[src/rtl/vram_line_fetch_if.sv]
// vram_line_fetch_if: bundles the transfer, VRAM serial-port, line-buffer and pixel signals; slave = fetch block, master = host
interface vram_line_fetch_if #(parameter int WORDS_LOG2 = 6);
  logic                    xfer_req;
  logic [15:3]             xfer_addr;
  logic                    xfer_bank;
  logic                    xfer_busy;
  logic                    xfer_done;
  logic [15:3]             saddr;
  logic [63:0]             sq;
  logic [WORDS_LOG2+3:3]   lb_waddr;
  logic [63:0]             lb_data;
  logic [7:0]              lb_wren;
  logic [WORDS_LOG2+3:3]   lb_raddr;
  logic [63:0]             lb_q;
  logic                    pix_start;
  logic [WORDS_LOG2+2:0]   pix_start_x;
  logic                    pix_bank;
  logic                    pix_ce;
  logic [7:0]              pix_out;
  modport slave (
    input  xfer_req, xfer_addr, xfer_bank, sq, lb_q, pix_start, pix_start_x, pix_bank, pix_ce,
    output xfer_busy, xfer_done, saddr, lb_waddr, lb_data, lb_wren, lb_raddr, pix_out
  );
  modport master (
    output xfer_req, xfer_addr, xfer_bank, sq, lb_q, pix_start, pix_start_x, pix_bank, pix_ce,
    input  xfer_busy, xfer_done, saddr, lb_waddr, lb_data, lb_wren, lb_raddr, pix_out
  );
endinterface

[src/rtl/vram_line_fetch.sv]
// vram_line_fetch: copies one VRAM line into a line-buffer bank (xfer_*/saddr/sq -> lb_w*) and streams pixel bytes out of a bank (pix_*/lb_raddr/lb_q); clk, sync active-high rst
module vram_line_fetch #(
  parameter int WORDS_LOG2 = 6
) (
  input logic              clk,
  input logic              rst,
  vram_line_fetch_if.slave bus
);
  typedef enum logic [1:0] {IDLE, FETCH, FLUSH} state_t;
  localparam logic [WORDS_LOG2-1:0] LAST = '1;
  state_t                state;
  logic [12:0]           addr;
  logic                  wbank;
  logic [WORDS_LOG2-1:0] wcnt;
  logic                  wr_pend;
  logic [WORDS_LOG2-1:0] wr_word;
  logic                  busy;
  logic                  done;
  logic [WORDS_LOG2+2:0] x;
  logic                  rbank;
  logic [7:0]            pix;
  always_ff @(posedge clk) begin
    if (rst) begin
      state   <= IDLE;
      addr    <= '0;
      wbank   <= 1'b0;
      wcnt    <= '0;
      wr_pend <= 1'b0;
      wr_word <= '0;
      busy    <= 1'b0;
      done    <= 1'b0;
    end else begin
      case (state)
        IDLE: begin
          done    <= 1'b0;
          wr_pend <= 1'b0;
          if (bus.xfer_req) begin
            addr  <= bus.xfer_addr;
            wbank <= bus.xfer_bank;
            wcnt  <= '0;
            busy  <= 1'b1;
            state <= FETCH;
          end
        end
        FETCH: begin
          wr_pend <= 1'b1;
          wr_word <= wcnt;
          wcnt    <= wcnt + 1'b1;
          addr    <= (wcnt == LAST) ? addr : addr + 13'd1;
          if (wcnt == LAST) begin
            state <= FLUSH;
            done  <= 1'b1;
          end
        end
        FLUSH: begin
          wr_pend <= 1'b0;
          done    <= 1'b0;
          busy    <= 1'b0;
          state   <= IDLE;
        end
        default: state <= IDLE;
      endcase
    end
  end
  always_ff @(posedge clk) begin
    if (rst) begin
      x     <= '0;
      rbank <= 1'b0;
      pix   <= '0;
    end else if (bus.pix_start) begin
      x     <= bus.pix_start_x;
      rbank <= bus.pix_bank;
    end else if (bus.pix_ce) begin
      pix <= bus.lb_q[{x[2:0], 3'b000} +: 8];
      x   <= x + 1'b1;
    end
  end
  assign bus.xfer_busy = busy;
  assign bus.xfer_done = done;
  assign bus.saddr     = addr;
  assign bus.lb_waddr  = {wbank, wr_word};
  assign bus.lb_data   = bus.sq;
  assign bus.lb_wren   = (wr_pend && !rst) ? 8'hFF : 8'h00;
  assign bus.lb_raddr  = {rbank, x[WORDS_LOG2+2:3]};
  assign bus.pix_out   = pix;
endmodule

[src/flat_wrapper.sv]
// flat-port wrapper written by rule: the top's interface ports become plain ports
module vram_line_fetch_flat 
#(
  parameter int WORDS_LOG2 = 6
)
  (clk, rst, bus_xfer_req, bus_xfer_addr, bus_xfer_bank, bus_sq, bus_lb_q, bus_pix_start, bus_pix_start_x, bus_pix_bank, bus_pix_ce, bus_xfer_busy, bus_xfer_done, bus_saddr, bus_lb_waddr, bus_lb_data, bus_lb_wren, bus_lb_raddr, bus_pix_out);
  vram_line_fetch_if #(.WORDS_LOG2(WORDS_LOG2)) bus_i ();
  input logic clk;
  input logic rst;
  input wire logic [$bits(bus_i.xfer_req)-1:0] bus_xfer_req;
  input wire logic [$bits(bus_i.xfer_addr)-1:0] bus_xfer_addr;
  input wire logic [$bits(bus_i.xfer_bank)-1:0] bus_xfer_bank;
  input wire logic [$bits(bus_i.sq)-1:0] bus_sq;
  input wire logic [$bits(bus_i.lb_q)-1:0] bus_lb_q;
  input wire logic [$bits(bus_i.pix_start)-1:0] bus_pix_start;
  input wire logic [$bits(bus_i.pix_start_x)-1:0] bus_pix_start_x;
  input wire logic [$bits(bus_i.pix_bank)-1:0] bus_pix_bank;
  input wire logic [$bits(bus_i.pix_ce)-1:0] bus_pix_ce;
  output wire logic [$bits(bus_i.xfer_busy)-1:0] bus_xfer_busy;
  output wire logic [$bits(bus_i.xfer_done)-1:0] bus_xfer_done;
  output wire logic [$bits(bus_i.saddr)-1:0] bus_saddr;
  output wire logic [$bits(bus_i.lb_waddr)-1:0] bus_lb_waddr;
  output wire logic [$bits(bus_i.lb_data)-1:0] bus_lb_data;
  output wire logic [$bits(bus_i.lb_wren)-1:0] bus_lb_wren;
  output wire logic [$bits(bus_i.lb_raddr)-1:0] bus_lb_raddr;
  output wire logic [$bits(bus_i.pix_out)-1:0] bus_pix_out;
  assign bus_i.xfer_req = bus_xfer_req;
  assign bus_i.xfer_addr = bus_xfer_addr;
  assign bus_i.xfer_bank = bus_xfer_bank;
  assign bus_i.sq = bus_sq;
  assign bus_i.lb_q = bus_lb_q;
  assign bus_i.pix_start = bus_pix_start;
  assign bus_i.pix_start_x = bus_pix_start_x;
  assign bus_i.pix_bank = bus_pix_bank;
  assign bus_i.pix_ce = bus_pix_ce;
  assign bus_xfer_busy = bus_i.xfer_busy;
  assign bus_xfer_done = bus_i.xfer_done;
  assign bus_saddr = bus_i.saddr;
  assign bus_lb_waddr = bus_i.lb_waddr;
  assign bus_lb_data = bus_i.lb_data;
  assign bus_lb_wren = bus_i.lb_wren;
  assign bus_lb_raddr = bus_i.lb_raddr;
  assign bus_pix_out = bus_i.pix_out;
  vram_line_fetch #(.WORDS_LOG2(WORDS_LOG2)) u_core (.clk(clk), .rst(rst), .bus(bus_i));
endmodule
[config.mk]
export PLATFORM = sky130hd
export DESIGN_NAME = vram_line_fetch_flat
export DESIGN_NICKNAME = d
export VERILOG_FILES = /design/src/rtl/vram_line_fetch_if.sv /design/src/rtl/vram_line_fetch.sv /design/src/flat_wrapper.sv
export SDC_FILE = /design/constraint.sdc
export NUM_CORES = 1
export LEC_CHECK = 0
export ABC_AREA = 0
export ABC_CLOCK_PERIOD_IN_PS = 2600
export CORE_ASPECT_RATIO = 1.25
export CORE_MARGIN = 5
export CORE_UTILIZATION = 38
export CTS_BUF_LIST = sky130_fd_sc_hd__clkbuf_4
export DETAILED_ROUTE_END_ITERATION = 7
export MAX_ROUTING_LAYER = met4
export PLACE_DENSITY_LB_ADDON = 0.15
export SKIP_LAST_GASP = 1
export SYNTH_ARGS = -nofsm -noshare
export SYNTH_HDL_FRONTEND = slang
export SYNTH_SLANG_ARGS = --single-unit
[constraint.sdc]
create_clock -name clk -period 2.6 [get_ports clk]
set_input_delay 0.52 -clock clk [delete_from_list [all_inputs] [get_ports clk]]
set_output_delay 0.52 -clock clk [all_outputs]
set_load 0.02 [all_outputs]
==> Word-level counts from Yosys, hierarchy flattened <==
Index checks and enable logic that the tools add are counted.
{ "classes": {"add_sub_neg": 3, "reduce_logical": 15, "bitwise": 1, "eq_ne": 6, "shifts": 1, "mux": 16} }
{ "op_table": {"columns": ["cell", "count"], "rows": [
  ["$shiftx A64 B7 Y8", 1],
  ["$mux W13", 2],
  ["$pmux W13 S2", 1],
  ["$mux W9", 2],
  ["$add A13 B1 Y13 const B", 1],
  ["$pmux W6 S2", 1],
  ["$reduce_and A2 Y1", 6],
  ["$add A9 B1 Y9 const B", 1],
  ["$mux W8", 1],
  ["$reduce_bool A2 Y1", 4],
  ["$add A6 B1 Y6 const B", 1],
  ["$eq A6 B6 Y1 const B", 1],
  ["$mux W6", 1],
  ["$pmux W1 S2", 3],
  ["$mux W2", 2],
  ["$ne A2 B2 Y1 const B", 2],
  ["$pmux W2 S2", 1],
  ["$reduce_and A3 Y1", 1],
  ["$eq A2 B1 Y1 const B", 1],
  ["$eq A2 B2 Y1 const B", 1],
  ["$logic_not A2 Y1", 1],
  ["$mux W1", 2],
  ["$ne A2 B1 Y1 const B", 1],
  ["$reduce_or A2 Y1", 1],
  ["3 further kinds", 3]
]} }
{ "word_totals": {"out_inout_bits": 109, "word_cells": 53, "ff_bits": 49} }

==> Logic depth before layout (Yosys ltp) <==
Gate-level depths: netlist of run 1.
{ "depth": {"depth_word": 4, "depth_mapped": 7, "mapped_depth_nobuf": 5} }

==> Worst setup path before layout of run 1 <==
No wires, ideal clock.
{ "synth_path": {"path_type": "input to output", "from": "in rst", "to": "out bus_lb_wren[1]", "stages": 4, "t_arrival_ps": 1561, "required_ps": 2080, "path_slack_ps": 519, "path_cell_list": "clkbuf_8 > clkbuf_8 > nor2_1 > buf_4"} }
{ "synth_via": {"elab_chain_len": 3} }
{ "synth_rtl": {"columns": ["element", "line", "source"], "rows": [
  ["from (decl)", "flat_wrapper.sv:9", "input logic rst;"],
  ["$logic_not A1 Y1", "vram_line_fetch.sv:83", "assign bus.lb_wren = (wr_pend && !rst) ? 8'hFF : 8'h00;"],
  ["$logic_and A1 B1 Y1", "vram_line_fetch.sv:83", null],
  ["$mux W8", "vram_line_fetch.sv:83", null],
  ["to (decl)", "flat_wrapper.sv:24", "output wire logic [$bits(bus_i.lb_wren)-1:0] bus_lb_wren;"]
]} }
No other way between the ends.

==> Worst setup path in the final report of run 1 <==
{ "layout_path": {"from": "reg u_core.wr_pend", "to": "out bus_lb_wren[1]"} }
{ "layout_via": {"elab_chain_len": 2} }
{ "layout_rtl": {"columns": ["element", "line", "source"], "rows": [
  ["from (decl)", "vram_line_fetch.sv:15", "logic wr_pend;"],
  ["from (signal assigned)", "vram_line_fetch.sv:28", "wr_pend <= 1'b0;"],
  ["from (signal assigned)", "vram_line_fetch.sv:36", "wr_pend <= 1'b0;"],
  ["from (signal assigned)", "vram_line_fetch.sv:46", "wr_pend <= 1'b1;"],
  ["$logic_and A1 B1 Y1", "vram_line_fetch.sv:83", null],
  ["$mux W8", "vram_line_fetch.sv:83", null]
]} }
No other way between the ends.

==> flow_summary_export.csv, run 1 <==
group,metric,value,unit
floorplanning,start_util,0.387,
worst_setup_path,critPathTopFamily,"buffers and inverters",
timing,fin_crit,2.29,ns
timing,grt_setup_unrepaired,"false",
worst_setup_path,cp-start-kind,"flip-flop",
clock_tree,numClockSinks,49,
pwr,p_sw,0.000499,W
floorplanning,fp.dieH,118,um
logic_synthesis,synth_top_area_cell,"dfxtp_1",
worst_setup_path,crit_buf_inv,2,
worst_hold_path,hp-start,"u_core.wr_pend",
logic_synthesis,ys_async_sr_fraction,0,
route,num_vias,2939,
logic_synthesis,yosysTopAreaCellShare,0.278,
clock_tree,post-cts-setup-buffers,0,
timing,min_period_over_period,0.882,
cells_and_area,layout.cells.non_filler,562,
route,drc,0,
worst_setup_path,critPathKind,"reg2out",
logic_synthesis,yosys-top-cells-area,"dfxtp_1 (28%), buf_4 (17%), mux4_2 (7.6%)",
global_route,antenna_found_initial,0,
pwr,internal_power,0.00129,W
global_route,grt_max_degree,47,
worst_setup_path,r2r-start,"u_core.bus.saddr[3]",
pwr,powerDensity,407,mW/mm2
route,drt_iter0_drc,110,
pwr,p_total,0.00179,W
floorplanning,io_pins,266,
cells_and_area,synthToLayoutAreaGrowth,24.4,%
timing,finalSetupTns,0,ns
clock_tree,clockRootBuffer,"clkbuf_4",
worst_setup_path,critical_path.slowest_cell,"clkdlybuf4s50_1",
job,max_cap_violations,0,
clock_tree,clockBufferDepth,2,
logic_synthesis,synth_cell_type_count,57,
pwr,seqPwrFrac,0.469,
worst_setup_path,path_depth,3,
pwr,p_leak,1.49,nW
cells_and_area,drive_gt1_frac,0.0888,
place,place.gp.congestion,0.855,
logic_synthesis,ys.flop_type,"dfxtp_1",
floorplanning,std_cell_rows,39,
floorplanning,dieArea,0.0113,mm2
clock_tree,cts_hold_buf,0,
worst_setup_path,cp_cell_sequence,"inv_1, nor2_1, clkdlybuf4s50_1",
logic_synthesis,synthCells,391,
timing,max_freq,436,MHz
clock_tree,tritoncts,"yes",
logic_synthesis,synth_edf_count,0,
timing,finalHoldViolCount,0,
outcome,outcome,"completed",
clock_tree,clk_pin_slew,0.15,ns
place,placedCellCount,555,
cells_and_area,nNetsFinal,599,
clock_tree,ctsHtreeMaxLevel,2,
global_route,grt_pass1_vias,3052,
route,routed_via_density,5.23,
pwr,pwr-share-comb,0.284,
timing,setup_viol_count_final,0,
clock_tree,ctsResizeCount,0,
worst_setup_path,r2r_setup_slack,0.66,ns
worst_hold_path,hp-class,"reg2reg",
timing,slew_headroom,0.651,
logic_synthesis,synth-seq-area-share,0.278,
route,wire_per_inst,15.7,um
clock_tree,clkLatencyLatePin,0.36,ns
logic_synthesis,yosysWarnings,0,
logic_synthesis,synth_seq_cells,49,
floorplanning,die_width,96.2,um
timing,fin_worst_skew,0.0254,ns
logic_synthesis,syn_area_per_cell,9.04,um2
global_route,grtUsageTotal,0.161,
worst_setup_path,r2r-end,"u_core.bus.saddr[15]",
logic_synthesis,synth_common_cells,"buf_4 (81), dfxtp_1 (49), nor2_1 (32)",
pwr,switching_share,0.279,
worst_setup_path,cp_max_fo,8,
clock_tree,numCtsBuffers,5,
global_route,overflow,0,
logic_synthesis,synth.most_common_cell,"buf_4",
worst_setup_path,critPathMaxStageDelay,0.69,ns
logic_synthesis,syn-num-nets,551,
cells_and_area,antenna_cells,0,
route,routed_wl,8800,um
floorplanning,core,0.00913,mm2
route,drt-pass1-iter-count,4,
worst_setup_path,required,2.08,ns
worst_setup_path,arrival,1.77,ns
timing,drv_slew,0,
logic_synthesis,syn_area,0.00353,mm2
timing,worstMarginPinSlew,0.523,ns
global_route,grt_pass1_wl,14400,um
worst_setup_path,startpoint,"u_core.wr_pend",
route,ant_nets,0,
worst_setup_path,critical_path.endpoint,"bus_lb_wren[1]",
pwr,p_clk_frac,0.247,
worst_setup_path,ff2ff_path_depth,5,
place,hpwl,6860,um
pwr,ir_worst_vdd,292,uV
place,portBuffers,137,
worst_setup_path,cp-end-kind,"output pin",
[worst min-delay path: stages (launching register included)]
cell and delay (ns):
dfxtp_1 0.33, inv_1 0.06, a21oi_1 0.06
[flip-flops by register name (all words and copies together), names as in the netlist]
| name | cells |
|---|---|
| u_core.bus.pix_out | 8 |
| u_core.bus.saddr | 13 |
| u_core.wr_pend | 1 |
| u_core.wr_word | 6 |
| u_core.bus.xfer_busy | 1 |
| u_core.state | 2 |
| u_core.bus.xfer_done | 1 |
| u_core.x | 9 |
| u_core.wcnt | 6 |
| u_core.rbank | 1 |
| u_core.wbank | 1 |
[kinds of logic after synthesis]
family / Yosys count / share of synthesized area
AOI/OAI and AO/OA: 76 / 0.144
xor gates and xnor gates: 9 / 0.0223
adders and majority gates: 3 / 0.0106
buffers and inverters: 108 / 0.225
DFF: 49 / 0.278
muxes: 31 / 0.149
and+or+nand+nor: 115 / 0.171
[per-stage QoR]
stage / utilization / hold WS (ns) / setup slack [ns] / cell area [um2]
2_1_floorplan: - / 0.430 / 0.519 / 3530
6_report: 0.482 / 0.467 / 0.306 / 4400
3_5_place_dp: 0.474 / 0.445 / 0.407 / 4320
4_1_cts: 0.482 / 0.466 / 0.279 / 4400
3_3_place_gp: 0.474 / 0.444 / 0.439 / 4320
5_1_grt: 0.482 / 0.503 / 0.139 / 4400
[power by group through the flow]
stage	clock [W]	sequential, W	combinational, W
2_1_floorplan	0	0.000874	0.000405
3_3_place_gp	0	0.000855	0.000509
3_5_place_dp	0	0.000855	0.000513
4_1_cts	0.000462	0.000839	0.000514
5_1_grt	0.000496	0.000846	0.000551
6_report	0.000442	0.000839	0.000507
[worst min path at each step]
stage,end,slack (ns),cells past startpoint
detailed placement,u_core.wr_pend,0.45,2
floorplan,u_core.wr_pend,0.43,2
global placement,u_core.wr_word[5],0.44,2
global route,u_core.wr_word[3],0.50,2
CTS,u_core.wr_pend,0.47,2
finish,u_core.wr_pend,0.47,2
[layout by cell type (no fill, tap or decap), drive strengths merged, types with 7 or more instances in the layout]
cell / count
dfxtp: 49
mux4: 16
inv: 7
nor2: 32
nand4: 9
clkdlybuf4s50: 136
mux2i: 13
xor2: 8
nand2: 31
o21ai: 18
and2: 8
a21oi: 22
a211oi: 14
[routing by layer]
metal  global-route usage  up-vias  routed length (um)  part of all wire
met5                    -        -                   0                 0
met4               0.0391        0                 108             0.012
met3               0.0499       17                 797             0.091
met2                0.275      144                4350              0.49
met1                0.179     1370                3540              0.40
li1                     -     1408                   -                 -
[layout make-up]
cell class / count / area [um2]
Fill cell: 903 / 4730
Timing Repair Buffer: 142 / 1400
Clock buffer: 5 / 37.5
Clock inverter: 2 / 35.0
Tap cell: 123 / 154
Sequential cell: 49 / 981
Multi-Input combinational cell: 234 / 1760
Inverter: 7 / 26.3
Power figures use the tool's default switching activity.
==> inputs of run 2 (changes only) <==
RECOVER_POWER = 100   (was unset)
SKIP_CTS_REPAIR_TIMING = 1   (was unset)
==> run 2 against run 1 <==
Flip-flop and latch count unchanged. Die area unchanged. Sequential power about the same. Cell count unchanged. Final area decreased by 0.71%. Critical endpoint unchanged.
==> flow_summary_export.csv, run 2 (synthesized netlist as in run 1, its figures left out) <==
group,metric,value,unit
route,drt-pass1-iter-count,4,
cells_and_area,largest_reg_flops,13,
clock_tree,clk_pin_slew,0.15,ns
place,placedCellCount,555,
clock_tree,tritoncts,"yes",
pwr,p_total,0.00177,W
cells_and_area,layout.cells.non_filler,562,
clock_tree,clockRootBuffer,"clkbuf_4",
cells_and_area,regArea,981,um2
timing,worstMarginPinSlew,1.07,ns
pwr,p_leak,1.60,nW
timing,setup_viol_count_final,0,
global_route,overflow,0,
pwr,ir_worst_vdd,291,uV
worst_setup_path,arrival,1.76,ns
clock_tree,clockBufferDepth,2,
cells_and_area,mostFrequentLayoutCell,"clkdlybuf4s50_1",
floorplanning,io_pins,266,
global_route,grtUsageTotal,0.161,
cells_and_area,drive_gt1_frac,0.0752,
floorplanning,std_cell_rows,39,
floorplanning,dieArea,0.0113,mm2
cells_and_area,fin_util,0.478,
cells_and_area,synthToLayoutAreaGrowth,23.5,%
worst_setup_path,cp-start-kind,"flip-flop",
worst_setup_path,cp_max_fo,8,
floorplanning,core,0.00913,mm2
global_route,grt_pass1_wl,14400,um
timing,fin_crit,2.28,ns
timing,min_period_over_period,0.875,
outcome,outcome,"completed",
route,drc,0,
pwr,powerDensity,405,mW/mm2
floorplanning,fp.dieH,118,um
cells_and_area,nNetsFinal,599,
floorplanning,start_util,0.387,
timing,slew_headroom,0.282,
floorplanning,die_width,96.2,um
timing,hold_slack,0.463,ns
timing,drv_slew,0,
place,place.gp.congestion,0.855,
global_route,antenna_found_initial,0,
cells_and_area,final_cell_mix,"clkdlybuf4s50_1 (90), dfxtp_1 (49), dlygate4sd3_1 (46)",
worst_setup_path,required,2.08,ns
worst_hold_path,hp-class,"reg2reg",
clock_tree,numClockSinks,49,
global_route,grt_max_degree,47,
place,hpwl,6860,um
clock_tree,numCtsBuffers,5,
route,ant_nets,0,
timing,finalSetupTns,0,ns
cells_and_area,n_fill_cell,909,
cells_and_area,antenna_cells,0,
worst_setup_path,critPathKind,"reg2out",
timing,finalHoldViolCount,0,
worst_setup_path,cp-end-kind,"output pin",
clock_tree,clkLatencyLatePin,0.37,ns
timing,fin_worst_skew,0.0317,ns
route,drt_iter0_drc,92,
route,routed_wl,8790,um
route,num_vias,2897,
cells_and_area,multi_input_area,0.00173,mm2
timing,max_freq,440,MHz
route,routed_via_density,5.15,
global_route,grt_pass1_vias,3052,
place,portBuffers,137,
clock_tree,ctsHtreeMaxLevel,2,
job,max_cap_violations,0,
timing,grt_setup_unrepaired,"false",
route,wire_per_inst,15.6,um
-- run 2: changes by cell type in the layout (fill, tap and decap cells not counted), sizes merged --
cell	change
dlygate4sd3	+46
buf	-1
clkdlybuf4s50	-46
clkbuf	+1
-- run 2: critical path: stages, from the launching register on --
cell,delay (ns)
dfxtp_1,0.33
inv_1,0.04
nor2_1,0.28
dlygate4sd3_1,0.74
-- run 2: power breakdown --
part	total [W]	switching (W)	internal [W]	leakage, nW
logic	0.000487	0.000205	0.000282	1.16
registers	0.000837	0.0000443	0.000793	0.402
clock network	0.000444	0.000248	0.000196	0.0410
total	0.00177	0.000497	0.00127	1.60
-- run 2: area by class of cell --
| cell class | instances | area share |
|---|---|---|
| multi-input cells | 234 | 0.396 |
| repair buffers | 142 | 0.321 |
| flip-flops and latches | 49 | 0.225 |
| clock buffers | 5 | 0.00860 |
| inverters | 7 | 0.00602 |
| clock inverters | 2 | 0.00803 |
| well taps | 123 | 0.0353 |
-- run 2: path summary, 6_finish.rpt --
check | startpoint | to | slack [ns] | depth (start not counted)
max reg2reg | u_core.state[0] | u_core.bus.saddr[7] | 0.45 | 4
min | u_core.wr_pend | u_core.wr_pend | 0.46 | 2
min reg2reg | u_core.wr_pend | u_core.wr_pend | 0.46 | 2
max | u_core.wr_pend | bus_lb_wren[1] | 0.32 | 3
-- run 2: routing by layer --
| metal | part of all wire | routed length [um] | GRT usage | vias up |
|---|---|---|---|---|
| met5 | 0 | 0 | - | - |
| met2 | 0.50 | 4370 | 0.275 | 143 |
| met1 | 0.40 | 3520 | 0.179 | 1334 |
| met3 | 0.091 | 796 | 0.0499 | 17 |
| li1 | - | - | - | 1403 |
| met4 | 0.012 | 108 | 0.0391 | 0 |
-- run 2: per-stage QoR --
stage          instance area [um2]  setup slack, ns
3_3_place_gp                  4320            0.439
2_1_floorplan                 3530            0.519
3_5_place_dp                  4320            0.407
4_1_cts                       4400            0.279
6_report                      4360            0.325
5_1_grt                       4360            0.151
